`src/rtl/mem_arbiter.sv`:
```
// mem_arbiter: shares one single-port memory between the IF and DM requesters, with DM priority
// and an IF starvation limit. Define MEM_ARB_STATS_EN to add grant and conflict counters.
module mem_arbiter #(
  parameter int unsigned ADDR_W   = 32,
  parameter int unsigned DATA_W   = 32,
  parameter int unsigned MAX_WAIT = 4
) (
  input  logic              i_clk,
  input  logic              i_rst,

  input  logic              i_if_req,
  input  logic [ADDR_W-1:0] i_if_addr,
  output logic              o_if_gnt,
  output logic              o_if_rvalid,
  output logic [DATA_W-1:0] o_if_rdata,

  input  logic              i_dm_req,
  input  logic              i_dm_we,
  input  logic [ADDR_W-1:0] i_dm_addr,
  input  logic [DATA_W-1:0] i_dm_wdata,
  output logic              o_dm_gnt,
  output logic              o_dm_rvalid,
  output logic [DATA_W-1:0] o_dm_rdata,

  output logic [ADDR_W-1:0] o_mem_address,
  output logic [DATA_W-1:0] o_mem_data_write,
  output logic              o_mem_write_en,
`ifdef MEM_ARB_STATS_EN
  output logic [31:0]       o_stat_if_grants,
  output logic [31:0]       o_stat_dm_grants,
  output logic [31:0]       o_stat_conflicts,
`endif
  input  logic [DATA_W-1:0] i_mem_data
);

  localparam int unsigned      CNT_W    = 4;
  localparam logic [CNT_W-1:0] WAIT_LIM = CNT_W'(MAX_WAIT);

  logic [CNT_W-1:0]  r_wait_cnt;
  logic              r_if_rvalid;
  logic [DATA_W-1:0] r_if_rdata;
  logic              r_dm_rvalid;
  logic [DATA_W-1:0] r_dm_rdata;

  logic              w_if_prio;
  logic              w_if_gnt;
  logic              w_dm_gnt;
  logic [ADDR_W-1:0] w_mem_address;
  logic [DATA_W-1:0] w_mem_data_write;
  logic              w_mem_write_en;

  // Grant selection: DM first unless IF has waited MAX_WAIT cycles; nothing while in reset.
  always_comb begin
    w_if_prio = (r_wait_cnt == WAIT_LIM);
    w_if_gnt  = 1'b0;
    w_dm_gnt  = 1'b0;
    if (!i_rst) begin
      if (i_dm_req && !(w_if_prio && i_if_req)) begin
        w_dm_gnt = 1'b1;
      end else if (i_if_req) begin
        w_if_gnt = 1'b1;
      end
    end
  end

  // Memory port mux; idle drives all zeros.
  always_comb begin
    w_mem_address    = '0;
    w_mem_data_write = '0;
    w_mem_write_en   = 1'b0;
    if (w_dm_gnt) begin
      w_mem_address    = i_dm_addr;
      w_mem_data_write = i_dm_wdata;
      w_mem_write_en   = i_dm_we;
    end else if (w_if_gnt) begin
      w_mem_address    = i_if_addr;
    end
  end

  // Consecutive denied IF cycles; any IF grant or dropped request restarts the count.
  always_ff @(posedge i_clk) begin
    if (i_rst) begin
      r_wait_cnt <= '0;
    end else if (!i_if_req || w_if_gnt) begin
      r_wait_cnt <= '0;
    end else if (r_wait_cnt != WAIT_LIM) begin
      r_wait_cnt <= r_wait_cnt + CNT_W'(1);
    end
  end

  // Per-port read responses; rdata holds until that port's next read.
  always_ff @(posedge i_clk) begin
    if (i_rst) begin
      r_if_rvalid <= 1'b0;
      r_if_rdata  <= '0;
      r_dm_rvalid <= 1'b0;
      r_dm_rdata  <= '0;
    end else begin
      r_if_rvalid <= w_if_gnt;
      r_dm_rvalid <= w_dm_gnt && !i_dm_we;
      if (w_if_gnt) begin
        r_if_rdata <= i_mem_data;
      end
      if (w_dm_gnt && !i_dm_we) begin
        r_dm_rdata <= i_mem_data;
      end
    end
  end

`ifdef MEM_ARB_STATS_EN
  logic [31:0] r_stat_if_grants;
  logic [31:0] r_stat_dm_grants;
  logic [31:0] r_stat_conflicts;

  // Free-running wrap-around counters.
  always_ff @(posedge i_clk) begin
    if (i_rst) begin
      r_stat_if_grants <= '0;
      r_stat_dm_grants <= '0;
      r_stat_conflicts <= '0;
    end else begin
      if (w_if_gnt) r_stat_if_grants <= r_stat_if_grants + 32'(1);
      if (w_dm_gnt) r_stat_dm_grants <= r_stat_dm_grants + 32'(1);
      if (i_if_req && i_dm_req) r_stat_conflicts <= r_stat_conflicts + 32'(1);
    end
  end

  assign o_stat_if_grants = r_stat_if_grants;
  assign o_stat_dm_grants = r_stat_dm_grants;
  assign o_stat_conflicts = r_stat_conflicts;
`endif

  assign o_if_gnt         = w_if_gnt;
  assign o_dm_gnt         = w_dm_gnt;
  assign o_if_rvalid      = r_if_rvalid;
  assign o_if_rdata       = r_if_rdata;
  assign o_dm_rvalid      = r_dm_rvalid;
  assign o_dm_rdata       = r_dm_rdata;
  assign o_mem_address    = w_mem_address;
  assign o_mem_data_write = w_mem_data_write;
  assign o_mem_write_en   = w_mem_write_en;

endmodule

```
`config.mk`:
```
export PLATFORM = sky130hd
export DESIGN_NAME = mem_arbiter
export DESIGN_NICKNAME = d
export VERILOG_FILES = /design/src/rtl/mem_arbiter.sv
export SDC_FILE = /design/constraint.sdc
export NUM_CORES = 1
export LEC_CHECK = 0
export CORE_UTILIZATION = 34
export CTS_CLUSTER_DIAMETER = 50
export DETAILED_ROUTE_END_ITERATION = 10
export GPL_TIMING_DRIVEN = 0
export PLACE_DENSITY_LB_ADDON = 0.1
export SLEW_MARGIN = 20
export SYNTH_ARGS = -nofsm -noshare
export SYNTH_HDL_FRONTEND = slang
export SYNTH_SLANG_ARGS = --single-unit
```
`constraint.sdc`:
```
create_clock -name i_clk -period 2.27 [get_ports i_clk]
set_input_delay 0.454 -clock i_clk [delete_from_list [all_inputs] [get_ports i_clk]]
set_output_delay 0.454 -clock i_clk [all_outputs]
set_load 0.01 [all_outputs]
```
---- Yosys cells after proc, flatten, opt, wreduce, memory -nomap -nowiden ----
Index checks and enable logic that the tools add are counted.
operators by class
  add/subtract/negate cells ............... 1
  equal/unequal tests ..................... 2
  mux-type cells .......................... 9
  reduce and logical (&&, ||, !) cells .... 8
operator list
  cell                                                                      count
  32-bit two-way mux                                                        3
  1-bit two-way mux                                                         6
  4-bit by 1-bit adder with 4-bit output (second input constant)            1
  4-bit by 3-bit == test with 1-bit output (second input constant)          1
  4-bit by 3-bit inequality test with 1-bit output (second input constant)  1
  1-bit logical AND                                                         3
  1-bit zero test                                                           3
  2-bit OR reduction                                                        1
  1-bit logical OR                                                          1
word-level totals
  register bits after elaboration ......... 70
  input bits .............................. 133
  output and inout bits ................... 133
  word-level logic and storage cells ...... 25

---- Depth between registers and ports, before layout ----
Gate-level depths: netlist of the first run.
  depth in word-level cells ............... 8
  gate-level depth with buffers ........... 7
  mapped depth without buffers ............ 5

---- Worst setup path before layout of the first run ----
No wires, ideal clock.
  kind .................................... input to output
  start point ............................. in i_rst
  end point ............................... out o_mem_address[23]
  arrival time ............................ 1.486 ns
  required time ........................... 1.816 ns
  setup slack ............................. 0.330 ns
  stages on the path ...................... 6
  path buffers ............................ 3
  cell sequence ........................... buf_4 and2b_1 and2_1 buf_2 buf_6 a22o_1
on the way
  elaborated cells on any way between the ends .. 4
  those cells by class .................... mux: 4
RTL lines
  element             RTL line  RTL
  from (decl)         9         input logic i_rst,
  1-bit two-way mux   57        if (!i_rst) begin
  named net o_dm_gnt  21        output logic o_dm_gnt,
  32-bit two-way mux  71        if (w_dm_gnt) begin
  to (decl)           25        output logic [ADDR_W-1:0] o_mem_address,
The timed path passes the listed nets, and every way through them passes these cells.

---- Worst setup path in the final report of the first run ----
  start point ............................. reg r_wait_cnt[0]
  end point ............................... out o_mem_address[2]
on the way
  word-level cells in the longest chain between the ends .. 8
  elaborated cells on any way between the ends .. 10
  those cells by class .................... eq/ne: 1; mux: 6; reduce/logical: 3
ends and longest elaborated chain
  element                                       RTL line  RTL
  from (decl)                                   39        logic [CNT_W-1:0] r_wait_cnt;
  from (signal assigned)                        87        r_wait_cnt <= r_wait_cnt + CNT_W'(1);
  4-bit by 3-bit == test with 1-bit output (*)  54        w_if_prio = (r_wait_cnt == WAIT_LIM);
  1-bit logical AND (*)                         58        if (i_dm_req && !(w_if_prio && i_if_req)) begin
  1-bit zero test (*)                           58
  1-bit logical AND (*)                         58
  1-bit two-way mux                             58
  1-bit two-way mux                             57
  32-bit two-way mux                            75        end else if (w_if_gnt) begin
  32-bit two-way mux (*)                        71
Mark *: on every way between the ends. The rest lies on a longest branch, timed or not.

==> flow_summary.yaml, run 1 <==
run_status:
  status: "finished with violations"
  violations: "setup timing"
worst_setup_path:
  worst-path-buf-inv: 4
  worstSetupStartpointType: "register"
  end_kind: "primary output"
  crit_type: "reg -> out"
  rrSetupSlack_ns: 0.45
  cp_slowest_cell: "dfxtp_2"
  timing.rr.start: "r_wait_cnt[0]$_SDFFE_PP0P_"
  r2r_cells: 8
  worstPathMaxFanout: 6
  r2r-end: "o_if_rdata[12]$_SDFFE_PP0N_"
  cp_cell_sequence: "inv_2 -> ha_4 -> nand4b_4 -> and2_4 -> buf_4 -> bufbuf_16 -> a22o_1 -> buf_2"
  cp.arrival_ns: 1.97
  cp_num_cells: 8
  cp_top_family: "buffers and inverters"
  cpPeakStageDelay_ns: 0.33
  required_ns: 1.82
place:
  dpl.hpwl_um: 11100
  port_buffers: 264
  gp_congestion: 0.842
global_route:
  antenna_found_initial: 1
  grt_pass1_wl_um: 22000
  grtUsageTotal_pct: 26.4
  grt_overflow: 0
  grt_max_degree: 13
  grt_pass1_vias: 3847
clocking:
  clock_path_buffers: 2
  clkLatencyLatePin_ns: 0.35
  cts-hold-fix-buffers: 0
  cts_num_sinks: 70
  root_buffer: "clkbuf_8"
  cts_tree: "done"
  clk_pin_slew_ns: 0.07
  htreeDepth: 3
  cts_made_buffers: 9
power_and_ir_drop:
  power.density_nw_per_um2: 463
  internal_power_w: 0.00224
  seqPwrFrac_pct: 43.1
  total_power_w: 0.00307
  p_switching_w: 0.000832
  p_sw_share_pct: 27.1
  power_frac_clock_pct: 29.9
  combPwrFrac_pct: 27.1
  peakVddDrop_v: 0.000474
  leakage_nw: 2.96
cells_and_area:
  fin_nets: 781
  diodes: 0
  drive_above_1_share_pct: 16.3
  fill_cells: 838
  area_growth_pct: 88.4
  multi_input_area_um2: 1990
  final_common_cell: "clkdlybuf4s50_1"
  layout_common_cells: "clkdlybuf4s50_1, dfxtp_1, nand2b_1"
  register_area_um2: 1400
synthesis:
  synth_seq_cells: 70
  synth.avg_cell_area_um2: 10.1
  syn_nets: 485
  ys_seq_area_share_pct: 39.8
  synth_compound_area_share_pct: 8.68
  synth-simple-area-share_pct: 25.7
  syn-instance-count: 350
  synth_cell_types: 29
  synth_top_family_by_area: "simple AND/OR/NAND/NOR gates"
  synthAdderAreaFrac_pct: 0.711
  yosys_warnings: 0
  muxShareOfSynthArea_pct: 19.7
  netlist_area_um2: 3520
  synth-xor-area-share_pct: 0.249
floorplan:
  fp.dieH_um: 104
  boundaryPins: 266
  start_util_pct: 35.5
  dieArea_um2: 10800
  core-area_um2: 9910
  row_count: 36
  fp.dieW_um: 104
timing:
  finalCritPeriodShare_pct: 107
  finalSetupViolCount: 39
  rsz0062_at_grt: "true"
  maxSlewViolCount: 0
  setup_ws_ns: -0.152
  hold_viol: 0
  clock_skew_ns: 0.00966
  fmax_mhz: 413
  timing.hold.ws_ns: 0.476
  period_needed_ns: 2.42
  slew_headroom_pct: 63.2
  max_slew.worst_pin.slew_ns: 0.552
drt:
  ant_nets: 0
  wirelength_um: 14400
  first_pass_iters: 4
  routedWlPerCell_um: 18.4
  route.detailed.drc: 0
  vias: 3718
  vias_per_cell: 4.74
  drt-initial-drc-count: 139
hold_path:
  min_to: "o_if_rdata[24]$_SDFFE_PP0N_"
  min_path_type: "reg -> reg"
  hold_depth: 2
  hp-start: "o_if_rdata[24]$_SDFFE_PP0N_"
flow_run:
  cap_violations: 0
[synthesized netlist by cell type]
master,n,area share (%)
a21boi_2,1,0.32
a21oi_1,1,0.14
a21oi_2,1,0.25
a22o_1,32,8.0
and2_1,1,0.18
and2b_1,1,0.21
and3_1,34,6.0
and4_1,2,0.50
buf_2,3,0.43
buf_4,7,1.5
buf_6,3,0.96
clkbuf_1,17,1.8
dfxtp_1,70,40
ha_1,2,0.71
inv_1,3,0.32
inv_2,1,0.11
mux2_1,32,10
mux2_2,1,0.32
mux2i_1,32,9.1
nand2_1,2,0.21
nand2b_1,65,12
nand3_1,1,0.14
nand3b_2,1,0.32
nand4b_2,1,0.43
nor2_1,1,0.11
nor2b_1,32,5.7
nor3_1,1,0.14
nor3b_1,1,0.21
xor2_1,1,0.25
[cell type report]
| type | instances | area share, % |
|---|---|---|
| plain buffers | 28 | 2.89 |
| clock inverters | 5 | 0.529 |
| multi-input cells | 247 | 30.0 |
| repair buffers | 286 | 40.6 |
| flip-flops and latches | 70 | 21.2 |
| clock buffers | 11 | 2.13 |
| inverters | 4 | 0.227 |
| well taps | 133 | 2.51 |
[cells by family after synthesis]
family,Yosys count
AOI/OAI and AO/OA,35
xor gates and xnor gates,1
adders and majority gates,2
buffers and inverters,34
DFF,70
muxes,65
and+or+nand+nor,143
[tightest hold or removal path: cells and delay by family, from the launching register on]
kind             cells  cell delay (ns)
AND/OR/NAND/NOR      1             0.06
flip-flops           1             0.32
multiplexers         1             0.05
[sequential cells by signal, summed over array words and instances (netlist names)]
name / cells
o_dm_rdata: 32
o_if_rdata: 32
r_wait_cnt: 4
o_dm_rvalid: 1
o_if_rvalid: 1
[worst max-delay path by stage]
stage                               startpoint           endpoint  slack, ns
floorplan                                i_rst  o_mem_address[23]       0.33
global placement                      i_dm_req  o_mem_address[28]      -0.80
detailed placement                    i_dm_req  o_mem_address[28]      -0.82
CTS                 r_wait_cnt[1]$_SDFFE_PP0P_  o_mem_address[15]      -0.16
global route        r_wait_cnt[0]$_SDFFE_PP0P_  o_mem_address[17]      -0.24
finish              r_wait_cnt[0]$_SDFFE_PP0P_   o_mem_address[2]      -0.15
[metal layers]
| metal | global-route usage [%] | up-vias | part of all wire (%) |
|---|---|---|---|
| li1 | - | 1799 | - |
| met1 | 32.2 | 1731 | 41 |
| met2 | 42.7 | 173 | 46 |
| met3 | 12.1 | 13 | 11 |
| met4 | 5.20 | 2 | 1.1 |
| met5 | 0 | - | 0.090 |
[power by group through the flow]
stage / clock, W / sequential [W] / combinational (W)
after floorplan: 0 / 0.00138 / 0.000255
after global placement: 0 / 0.00135 / 0.000814
after detailed placement: 0 / 0.00135 / 0.000824
after CTS: 0.000935 / 0.00132 / 0.000824
after global routing: 0.000987 / 0.00133 / 0.000883
final: 0.000917 / 0.00132 / 0.000830
[through the flow]
| step | worst slack, ns | cells | setup TNS [ns] | util [%] | instance area, um2 |
|---|---|---|---|---|---|
| after CTS | -0.157 | 782 | -3.47 | 66.5 | 6590 |
| after detailed placement | -0.822 | 747 | -46.85 | 63.9 | 6330 |
| final | -0.152 | 784 | -3.12 | 66.9 | 6630 |
| after floorplan | 0.330 | 350 | 0 | - | 3520 |
| after global placement | -0.800 | 747 | -44.88 | 63.9 | 6330 |
| after global routing | -0.244 | 784 | -7.05 | 66.9 | 6630 |
[timing repair]
action                                  4_1_cts  5_1_grt
cloned                                        3        1
pin swaps                                    26       12
endpoints found under the setup margin       67       58
resized for setup                           194       23
buffers inserted                             16        4
Note: power is estimated with default switching activity, not from simulation.
==> run 2: changes to the inputs <==
- GPL_TIMING_DRIVEN: 0 -> 1
- HOLD_SLACK_MARGIN: default -> 0.06
==> run 2 against run 1 <==
Against the previous run: the run still ends with setup timing left; fmax is 2.8% higher; worst setup slack better by 0.067 ns; clock power is 10% higher; worst hold slack got worse by 0.0033 ns; first-iteration DRC count up 23%; global-route usage shrank 0.42 points; utilization down 0.37 points; sequential cell count unchanged.
==> flow_summary.yaml, run 2 (synthesis results as in run 1) <==
timing:
  clock_skew_ns: 0.0121
  finalCritPeriodShare_pct: 104
  slew_headroom_pct: 57.9
  rsz0062_at_grt: "true"
  period_needed_ns: 2.35
  hold_viol: 0
  fmax_mhz: 425
  finalSetupViolCount: 25
  maxSlewViolCount: 0
  max_slew.worst_pin.slew_ns: 0.632
  setup_ws_ns: -0.0849
hold_path:
  min_path_type: "reg -> reg"
drt:
  route.detailed.drc: 0
  first_pass_iters: 4
  drt-initial-drc-count: 171
  wirelength_um: 14100
  routedWlPerCell_um: 18.4
  ant_nets: 0
  vias_per_cell: 4.82
  vias: 3691
floorplan:
  core-area_um2: 9910
  boundaryPins: 266
  start_util_pct: 35.5
  fp.dieW_um: 104
  fp.dieH_um: 104
  row_count: 36
  dieArea_um2: 10800
global_route:
  grtUsageTotal_pct: 26.0
  antenna_found_initial: 1
  grt_overflow: 0
  grt_pass1_wl_um: 21700
  grt_pass1_vias: 3761
  grt_max_degree: 82
place:
  port_buffers: 265
  dpl.hpwl_um: 10200
  gp_congestion: 0.849
  place_area_um2: 6360
  dpl.cell_count: 734
  post-place-ws_ns: -0.397
clocking:
  clkLatencyLatePin_ns: 0.35
  clock_path_buffers: 2
  cts_tree: "done"
  cts_made_buffers: 9
  root_buffer: "clkbuf_8"
  clk_pin_slew_ns: 0.09
  htreeDepth: 3
  cts_num_sinks: 70
cells_and_area:
  post-route-util_pct: 66.5
  final_common_cell: "clkdlybuf4s50_1"
  drive_above_1_share_pct: 18.2
  fin_nets: 762
  layout_common_cells: "clkdlybuf4s50_1, dfxtp_1, nand2b_1"
  finalInstanceArea_um2: 6590
  area_growth_pct: 87.4
  fin_cells: 766
worst_setup_path:
  cp.arrival_ns: 1.90
  rrSetupSlack_ns: 0.51
  worst_path_most_repeated_cell: "buf_12"
  worstSetupStartpointType: "register"
  worst-path-buf-inv: 5
  crit_type: "reg -> out"
  end_kind: "primary output"
  worstPathMaxFanout: 7
  cpPeakStageDelay_ns: 0.33
  cp_cell_sequence: "inv_2 -> ha_4 -> nand4b_4 -> and2_4 -> buf_12 -> buf_16 -> buf_12 -> a22o_1 -> buf_2"
  cp_top_family: "buffers and inverters"
  required_ns: 1.82
  cp_slowest_cell: "dfxtp_2"
flow_run:
  cap_violations: 0
power_and_ir_drop:
  peakVddDrop_v: 0.000510
  power.density_nw_per_um2: 479
  total_power_w: 0.00316
  leakage_nw: 2.90
run_status:
  violations: "setup timing"
  status: "finished with violations"
==> run 2: cell count changes in the layout (fill, tap and decap cells not counted), moves of 5 or more <==
cell,before,now
buf_12,1,10
buf_2,29,34
buf_4,18,13
buf_6,15,3
clkbuf_1,11,2
clkbuf_2,8,23
clkdlybuf4s15_1,2,9
clkdlybuf4s50_1,202,195
dlygate4sd2_1,21,3
==> run 2: tightest hold or removal path: cells and delay by family, from the launching register on <==
| kind | cells | cell delay, ns |
|---|---|---|
| muxes | 1 | 0.06 |
| DFF | 1 | 0.31 |
| and+or+nand+nor | 1 | 0.06 |
==> run 2: final timing paths <==
path,startpoint,endpoint,cells after the start
min,o_if_rdata[17]$_SDFFE_PP0N_,o_if_rdata[17]$_SDFFE_PP0N_,2
max,r_wait_cnt[0]$_SDFFE_PP0P_,o_mem_address[21],9
max reg2reg,r_wait_cnt[0]$_SDFFE_PP0P_,o_dm_rdata[4]$_SDFFE_PP0P_,8
min reg2reg,o_if_rdata[17]$_SDFFE_PP0N_,o_if_rdata[17]$_SDFFE_PP0N_,2
==> run 2: report_power, final <==
part           switching, W  internal (W)  total, W
clock network      0.000497      0.000511   0.00101
logic              0.000307      0.000519  0.000826
registers         0.0000302       0.00129   0.00132
total              0.000834       0.00232   0.00316
==> run 2: area by class of cell <==
class / instances / area, um2
Fill cell: 831 / 3320
Timing Repair Buffer: 296 / 2830
Multi-Input combinational cell: 246 / 1990
Sequential cell: 70 / 1400
Tap cell: 133 / 166
Clock buffer: 11 / 131
Clock inverter: 5 / 58.8
Inverter: 4 / 15.0
Antenna cell: 1 / 2.50
==> run 2: metal layers <==
layer / share of wire (%) / vias to the layer above / global-route usage [%]
met5: 0 / - / 0
met4: 2.3 / 0 / 7.76
met3: 12 / 24 / 13.4
met2: 43 / 185 / 39.2
met1: 42 / 1720 / 32.1
li1: - / 1762 / -
==> run 2: metrics by stage <==
step                      hold slack [ns]  TNS (ns)
final                               0.473    -0.866
after global routing                0.498     -3.03
after CTS                           0.480    -0.669
after detailed placement            0.466    -21.19
after global placement              0.458    -19.87
after floorplan                     0.493         0
==> run 2: what timing repair did <==
| item | 4_1_cts | 5_1_grt |
|---|---|---|
| buffers inserted | 6 | 5 |
| cloned | 3 | 3 |
| hold buffers | 0 | 0 |
| gates resized for setup | 191 | 55 |
| endpoints found under the setup margin | 67 | 44 |
| pin swaps | 26 | 9 |
